### src/rtl/mi_arb_pkg.sv
// mi_arb_pkg: shared definitions for the MI32 round-robin arbiter.
//   - arb_state_e : arbiter FSM states (idle / grant)
//   - MiDataW, MiAddrW, MiBeW : MI32 data, address and byte-enable widths
//   - idx_width() : bits needed to index n items (minimum 1)
package mi_arb_pkg;

    typedef enum logic [0:0] {
        StIdle  = 1'b0,
        StGrant = 1'b1
    } arb_state_e;

    localparam int unsigned MiDataW = 32;
    localparam int unsigned MiAddrW = 32;
    localparam int unsigned MiBeW   = 4;

    function automatic int unsigned idx_width(input int unsigned n);
        return (n > 1) ? $clog2(n) : 1;
    endfunction

endpackage

### src/rtl/mi_arb_fifo.sv
// mi_arb_fifo: synchronous FIFO holding the master index of each outstanding read.
// Ports:
//   i_clk, i_rst_n  clock, synchronous active-low reset
//   i_push, i_data  write an entry (ignored when full without a simultaneous pop)
//   i_pop           drop the head entry (ignored when empty)
//   o_data          head entry, valid when o_empty is low
//   o_full, o_empty occupancy flags
// DEPTH must be a power of two so the pointers wrap naturally.
module mi_arb_fifo
    import mi_arb_pkg::*;
#(
    parameter int unsigned DEPTH = 8,
    parameter int unsigned WIDTH = 2
) (
    input  logic             i_clk,
    input  logic             i_rst_n,
    input  logic             i_push,
    input  logic [WIDTH-1:0] i_data,
    input  logic             i_pop,
    output logic [WIDTH-1:0] o_data,
    output logic             o_full,
    output logic             o_empty
);

    localparam int unsigned PW = idx_width(DEPTH);

    logic [WIDTH-1:0] r_mem [DEPTH];
    logic [PW-1:0]    r_rd_ptr;
    logic [PW-1:0]    r_wr_ptr;
    logic [PW:0]      r_cnt;
    logic             w_do_push;
    logic             w_do_pop;

    assign o_full    = (r_cnt == (PW+1)'(DEPTH));
    assign o_empty   = (r_cnt == '0);
    assign o_data    = r_mem[r_rd_ptr];
    assign w_do_pop  = i_pop && !o_empty;
    // A pop in the same cycle frees the slot a push would need.
    assign w_do_push = i_push && (!o_full || w_do_pop);

    always_ff @(posedge i_clk) begin
        if (!i_rst_n) begin
            r_rd_ptr <= '0;
            r_wr_ptr <= '0;
            r_cnt    <= '0;
        end else begin
            if (w_do_push) begin
                r_wr_ptr <= r_wr_ptr + PW'(1);
            end
            if (w_do_pop) begin
                r_rd_ptr <= r_rd_ptr + PW'(1);
            end
            if (w_do_push && !w_do_pop) begin
                r_cnt <= r_cnt + (PW+1)'(1);
            end else if (!w_do_push && w_do_pop) begin
                r_cnt <= r_cnt - (PW+1)'(1);
            end
        end
    end

    always_ff @(posedge i_clk) begin
        if (w_do_push) begin
            r_mem[r_wr_ptr] <= i_data;
        end
    end

endmodule

### src/rtl/mi_rr_arbiter.sv
// mi_rr_arbiter: round-robin arbiter letting MASTERS MI32 masters share one slave.
// Ports:
//   CLK, RESET                   clock, synchronous active-low reset
//   S_DWR/S_ADDR/S_BE/S_RD/S_WR  per-master request buses (packed, master 0 in LSBs)
//   S_ARDY, S_DRD, S_DRDY        per-master accept, read data and read-data valid
//   M_DWR/M_ADDR/M_BE/M_RD/M_WR  request forwarded from the granted master
//   M_ARDY, M_DRDY, M_DRD        slave accept, read-data valid and read data
//   ERR                          sticky protocol error (withdrawn request, unexpected data)
//   GRANT_CNT                    per-master 16-bit accepted-transaction counters, present
//                                only when MI_ARB_GRANT_CNT_EN is defined
// Read data returns in order; a FIFO of master indices routes each response.
module mi_rr_arbiter
    import mi_arb_pkg::*;
#(
    parameter int unsigned MASTERS = 4,
    parameter int unsigned MAX_RD  = 8
) (
    input  logic                       CLK,
    input  logic                       RESET,
    input  logic [MASTERS*MiDataW-1:0] S_DWR,
    input  logic [MASTERS*MiAddrW-1:0] S_ADDR,
    input  logic [MASTERS*MiBeW-1:0]   S_BE,
    input  logic [MASTERS-1:0]         S_RD,
    input  logic [MASTERS-1:0]         S_WR,
    output logic [MASTERS-1:0]         S_ARDY,
    output logic [MASTERS*MiDataW-1:0] S_DRD,
    output logic [MASTERS-1:0]         S_DRDY,
    output logic [MiDataW-1:0]         M_DWR,
    output logic [MiAddrW-1:0]         M_ADDR,
    output logic [MiBeW-1:0]           M_BE,
    output logic                       M_RD,
    output logic                       M_WR,
    input  logic                       M_ARDY,
    input  logic                       M_DRDY,
    input  logic [MiDataW-1:0]         M_DRD,
    output logic                       ERR
`ifdef MI_ARB_GRANT_CNT_EN
    ,
    output logic [MASTERS*16-1:0]      GRANT_CNT
`endif
);

    localparam int unsigned IW = idx_width(MASTERS);

    arb_state_e         r_state;
    arb_state_e         w_state_next;
    logic [IW-1:0]      r_win;
    logic [IW-1:0]      w_win_next;
    logic [IW-1:0]      r_ptr;
    logic [IW-1:0]      w_ptr_next;
    logic [IW-1:0]      w_sel;
    logic [IW-1:0]      w_head;
    logic [MASTERS-1:0] w_elig;
    logic               w_any_elig;
    logic               r_err;
    logic               w_err_next;
    logic               r_out_en;
    logic               w_out_en;
    logic               w_g_rd;
    logic               w_g_wr;
    logic               w_accept;
    logic               w_push;
    logic               w_fifo_full;
    logic               w_fifo_empty;

    // Outputs stay quiet while in reset and for the first cycle after release.
    assign w_out_en = RESET && r_out_en;
    assign w_g_rd   = S_RD[r_win];
    assign w_g_wr   = S_WR[r_win];
    assign w_elig   = S_WR | (S_RD & {MASTERS{~w_fifo_full}});

    mi_arb_fifo #(
        .DEPTH (MAX_RD),
        .WIDTH (IW)
    ) u_rd_fifo (
        .i_clk   (CLK),
        .i_rst_n (RESET),
        .i_push  (w_push),
        .i_data  (r_win),
        .i_pop   (M_DRDY),
        .o_data  (w_head),
        .o_full  (w_fifo_full),
        .o_empty (w_fifo_empty)
    );

    // First eligible master at or after the round-robin pointer.
    always_comb begin : p_rr_pick
        int unsigned j;
        j          = 0;
        w_any_elig = 1'b0;
        w_sel      = '0;
        for (int unsigned k = 0; k < MASTERS; k++) begin
            j = (32'(r_ptr) + k) % MASTERS;
            if (!w_any_elig && w_elig[j]) begin
                w_any_elig = 1'b1;
                w_sel      = IW'(j);
            end
        end
    end

    always_comb begin
        w_state_next = r_state;
        w_win_next   = r_win;
        w_ptr_next   = r_ptr;
        w_err_next   = r_err;
        w_accept     = 1'b0;
        w_push       = 1'b0;
        unique case (r_state)
            StIdle: begin
                if (w_any_elig) begin
                    w_state_next = StGrant;
                    w_win_next   = w_sel;
                end
            end
            StGrant: begin
                if (M_ARDY && (w_g_rd || w_g_wr)) begin
                    w_accept     = 1'b1;
                    w_push       = w_g_rd;
                    w_ptr_next   = (r_win == IW'(MASTERS - 1)) ? '0 : r_win + IW'(1);
                    w_state_next = StIdle;
                end else if (!w_g_rd && !w_g_wr) begin
                    // Master dropped its request while granted.
                    w_err_next   = 1'b1;
                    w_state_next = StIdle;
                end
            end
            default: w_state_next = StIdle;
        endcase
        if (M_DRDY && w_fifo_empty) begin
            w_err_next = 1'b1;
        end
    end

    always_ff @(posedge CLK) begin
        if (!RESET) begin
            r_state  <= StIdle;
            r_win    <= '0;
            r_ptr    <= '0;
            r_err    <= 1'b0;
            r_out_en <= 1'b0;
        end else begin
            r_state  <= w_state_next;
            r_win    <= w_win_next;
            r_ptr    <= w_ptr_next;
            r_err    <= w_err_next;
            r_out_en <= 1'b1;
        end
    end

    always_comb begin
        M_DWR  = '0;
        M_ADDR = '0;
        M_BE   = '0;
        M_RD   = 1'b0;
        M_WR   = 1'b0;
        S_ARDY = '0;
        S_DRDY = '0;
        S_DRD  = '0;
        ERR    = 1'b0;
        if (w_out_en) begin
            if (r_state == StGrant) begin
                M_DWR         = S_DWR[32'(r_win)*MiDataW +: MiDataW];
                M_ADDR        = S_ADDR[32'(r_win)*MiAddrW +: MiAddrW];
                M_BE          = S_BE[32'(r_win)*MiBeW +: MiBeW];
                M_RD          = w_g_rd;
                M_WR          = w_g_wr;
                S_ARDY[r_win] = M_ARDY;
            end
            if (M_DRDY && !w_fifo_empty) begin
                S_DRDY[w_head]                          = 1'b1;
                S_DRD[32'(w_head)*MiDataW +: MiDataW] = M_DRD;
            end
            ERR = r_err;
        end
    end

`ifdef MI_ARB_GRANT_CNT_EN
    logic [15:0] r_gcnt [MASTERS];

    always_ff @(posedge CLK) begin
        if (!RESET) begin
            for (int unsigned i = 0; i < MASTERS; i++) begin
                r_gcnt[i] <= '0;
            end
        end else if (w_accept) begin
            r_gcnt[r_win] <= r_gcnt[r_win] + 16'd1;
        end
    end

    always_comb begin
        GRANT_CNT = '0;
        if (w_out_en) begin
            for (int unsigned i = 0; i < MASTERS; i++) begin
                GRANT_CNT[i*16 +: 16] = r_gcnt[i];
            end
        end
    end
`endif

endmodule
### config.mk
export PLATFORM = sky130hd
export DESIGN_NAME = mi_rr_arbiter
export DESIGN_NICKNAME = d
export VERILOG_FILES = /design/src/rtl/mi_arb_pkg.sv /design/src/rtl/mi_arb_fifo.sv /design/src/rtl/mi_rr_arbiter.sv
export SDC_FILE = /design/constraint.sdc
export NUM_CORES = 1
export LEC_CHECK = 0
export BUFFER_PORTS_ARGS = -buffer_cell sky130_fd_sc_hd__buf_2
export CAP_MARGIN = 20
export CELL_PAD_IN_SITES_DETAIL_PLACEMENT = 1
export CELL_PAD_IN_SITES_GLOBAL_PLACEMENT = 1
export CORE_AREA = 2 2 201 203
export CTS_CLUSTER_DIAMETER = 80
export DETAILED_ROUTE_END_ITERATION = 7
export DIE_AREA = 0 0 203 205
export PLACE_DENSITY = 0.49
export RECOVER_POWER = 100
export SLEW_MARGIN = 20
export SYNTH_ARGS = -nofsm -noshare
export SYNTH_HDL_FRONTEND = slang
export SYNTH_HIERARCHICAL = 1
export SYNTH_SLANG_ARGS = --single-unit
### constraint.sdc
create_clock -name CLK -period 4.25 [get_ports CLK]
set_input_delay 0 -clock CLK [delete_from_list [all_inputs] [get_ports CLK]]
set_output_delay 0 -clock CLK [all_outputs]
set_load 0.05 [all_outputs]
==> qor.yml <==
maxSlewViolCount: 0
rrSetupSlack_ns: 0.91
dpl.hpwl_um: 24600
worst-setup-path-type: "reg -> out"
multiInputGateArea_um2: 3780
place_inst: 1492
route.detailed.drc: 0
fin_area_um2: 8010
grt_pass1_vias: 6225
synth_area_leaders: "mux4_2 33%, and2_1 18%, edfxtp_1 9.6%"
ir_drop_uv: 192
required_ns: 4.25
wirelength_um: 28400
fin_crit_sh_pct: 86.4
r2r-start: "u_rd_fifo/r_cnt[1]"
worst_pin_slew_ns: 1.46
synth.distinct_cells: 49
seq_area_um2: 885
cts_max_level: 2
relSlewSlack_pct: 2.51
finalPower_w: 0.00180
rsz0062_at_grt: "false"
wl_per_cell_um: 18.9
port_buffers: 522
end_kind: "output port"
synth_area_leader_cell: "mux4_2"
async_reset_ff_share_pct: 0
clk_pin_slew_ns: 0.05
holdCritStartpoint: "M_DRDY"
drt_iter0_drc: 242
synth.most_common_cell: "and2_1"
cap_violations: 0
syn_inst: 479
syn_to_final_growth_pct: 60.8
r2r_cells: 10
viasPerCell: 3.92
cts.path.max_buffers: 2
die_area_um2: 41600
powerDensity_nw_per_um2: 225
cp-start-kind: "flop"
synthesis.area_um2: 4980
worst_ep_arrival_time_ns: 3.67
ys.flop_type: "dfxtp_1"
syn-num-nets: 810
gp_congestion: 0.835
finalSetupViolCount: 0
ys_ff_latch: 36
grt_pass1_wl_um: 38700
grt_util_all_layers_pct: 12.4
overflow: 0
fin_cells: 1507
final_nets: 1305
fmax_ghz: 0.272
cts_setup_buffers: 0
status: "completed"
via_count: 5901
cp_max_fo: 32
chipHeight_um: 205
p_leak_nw: 3.48
die_x_um: 203
root_buffer: "clkbuf_16"
finalCriticalPeriod_ns: 3.67
rows: 73
synthTopCellsByCount: "142 x and2_1, 74 x mux4_2, 72 x nor2b_1"
holdWs_ns: 0.0591
numCtsBuffers: 5
drt-pass1-iter-count: 4
clock_latency_ns: 0.28
cts_tree: "yes"
fin_skew_ns: 0.00446
yosysWarnings: 6
cts_num_sinks: 36
critPathCapture: "S_DRD[13]"
hold_path.class: "in -> reg"
ctsResizeCount: 0
fill_cells: 4858
grt_antenna_before_repair: 11
start_util_pct: 12.7
synth_edf_count: 16
num_io_pins: 523
tns_ns: 0
hold_viol: 0
grt_max_degree: 52
r2r-end: "u_rd_fifo/r_cnt[3]"
drive_gt1_share_pct: 48.3
coreArea_um2: 39400
holdBufCountCts: 0
ys_seq_area_share_pct: 17.7
place_area_um2: 8060
drtAntennaViolNets: 0
syn_area_per_cell_um2: 10.4
synth_top_area_share_pct: 33.5
metrics by stage:
stage / util [%] / worst slack [ns]
after global placement: 20.5 / 1.20
final: 20.3 / 0.577
after detailed placement: 20.5 / 1.08
after CTS: 20.9 / 0.765
after floorplan: - / 1.43
after global routing: 20.3 / 0.287
logic make-up after synthesis:
logic type / synth area share (%)
mux: 34.7
compound gates: 3.82
flops: 17.7
simple gates: 33.1
fa+ha+maj: 3.92
xor+xnor: 1.06
buf+inv: 5.70
routing by layer:
layer | wire length [µm] | vias to the layer above | global-route usage, %
li1 | - | 2722 | -
met1 | 10100 | 2773 | 13.6
met2 | 14300 | 367 | 22.8
met3 | 2930 | 39 | 3.42
met4 | 1070 | 0 | 4.64
met5 | 0 | - | 0
worst max-delay path, stage by stage, from the launching register on:
cell      delay (ns)
dfxtp_1         0.46
mux4_2          0.53
mux2_1          0.43
inv_1           0.16
ha_1            0.30
nor3b_4         0.80
and2_1          0.23
clkbuf_1        0.47
how the worst min path moves through the flow:
stage | depth (start not counted) | end | slack, ns
finish | 3 | r_err | 0.06
global route | 3 | r_err | 0.09
CTS | 4 | r_win[1] | 0.08
detailed placement | 3 | r_ptr[0] | 0.37
global placement | 3 | r_ptr[0] | 0.36
floorplan | 0 | r_out_en | 0.03
report_power, final:
group	switching [W]	internal, W
logic	0.000479	0.000452
registers	0.0000583	0.000400
clock network	0.000136	0.000276
sequential cells by signal, indices dropped and copies added, names as in the netlist, named ones only:
signal,count
u_rd_fifo/r_mem,16
u_rd_fifo/r_cnt,4
u_rd_fifo/r_rd_ptr,3
u_rd_fifo/r_wr_ptr,3
r_ptr,2
r_win,2
r_err,1
r_out_en,1
r_state,1
layout by cell type (no fill, tap or decap), types with 10 or more instances in the layout:
master / n
mux4_2: 74
ha_1: 14
clkbuf_1: 144
nor2b_1: 72
dfxtp_1: 19
inv_1: 13
nor2_1: 11
nand2_1: 10
buf_2: 379
and2_1: 136
edfxtp_1: 16
final cells by class:
type | count | share of cell area (%)
Antenna cell | 7 | 0.219
Clock buffer | 6 | 1.61
Timing Repair Buffer | 526 | 30.7
Sequential cell | 36 | 11.0
Multi-Input combinational cell | 392 | 47.2
Tap cell | 525 | 8.20
Inverter | 13 | 0.609
Clock inverter | 2 | 0.437
Note: power is estimated with default switching activity, not from simulation.
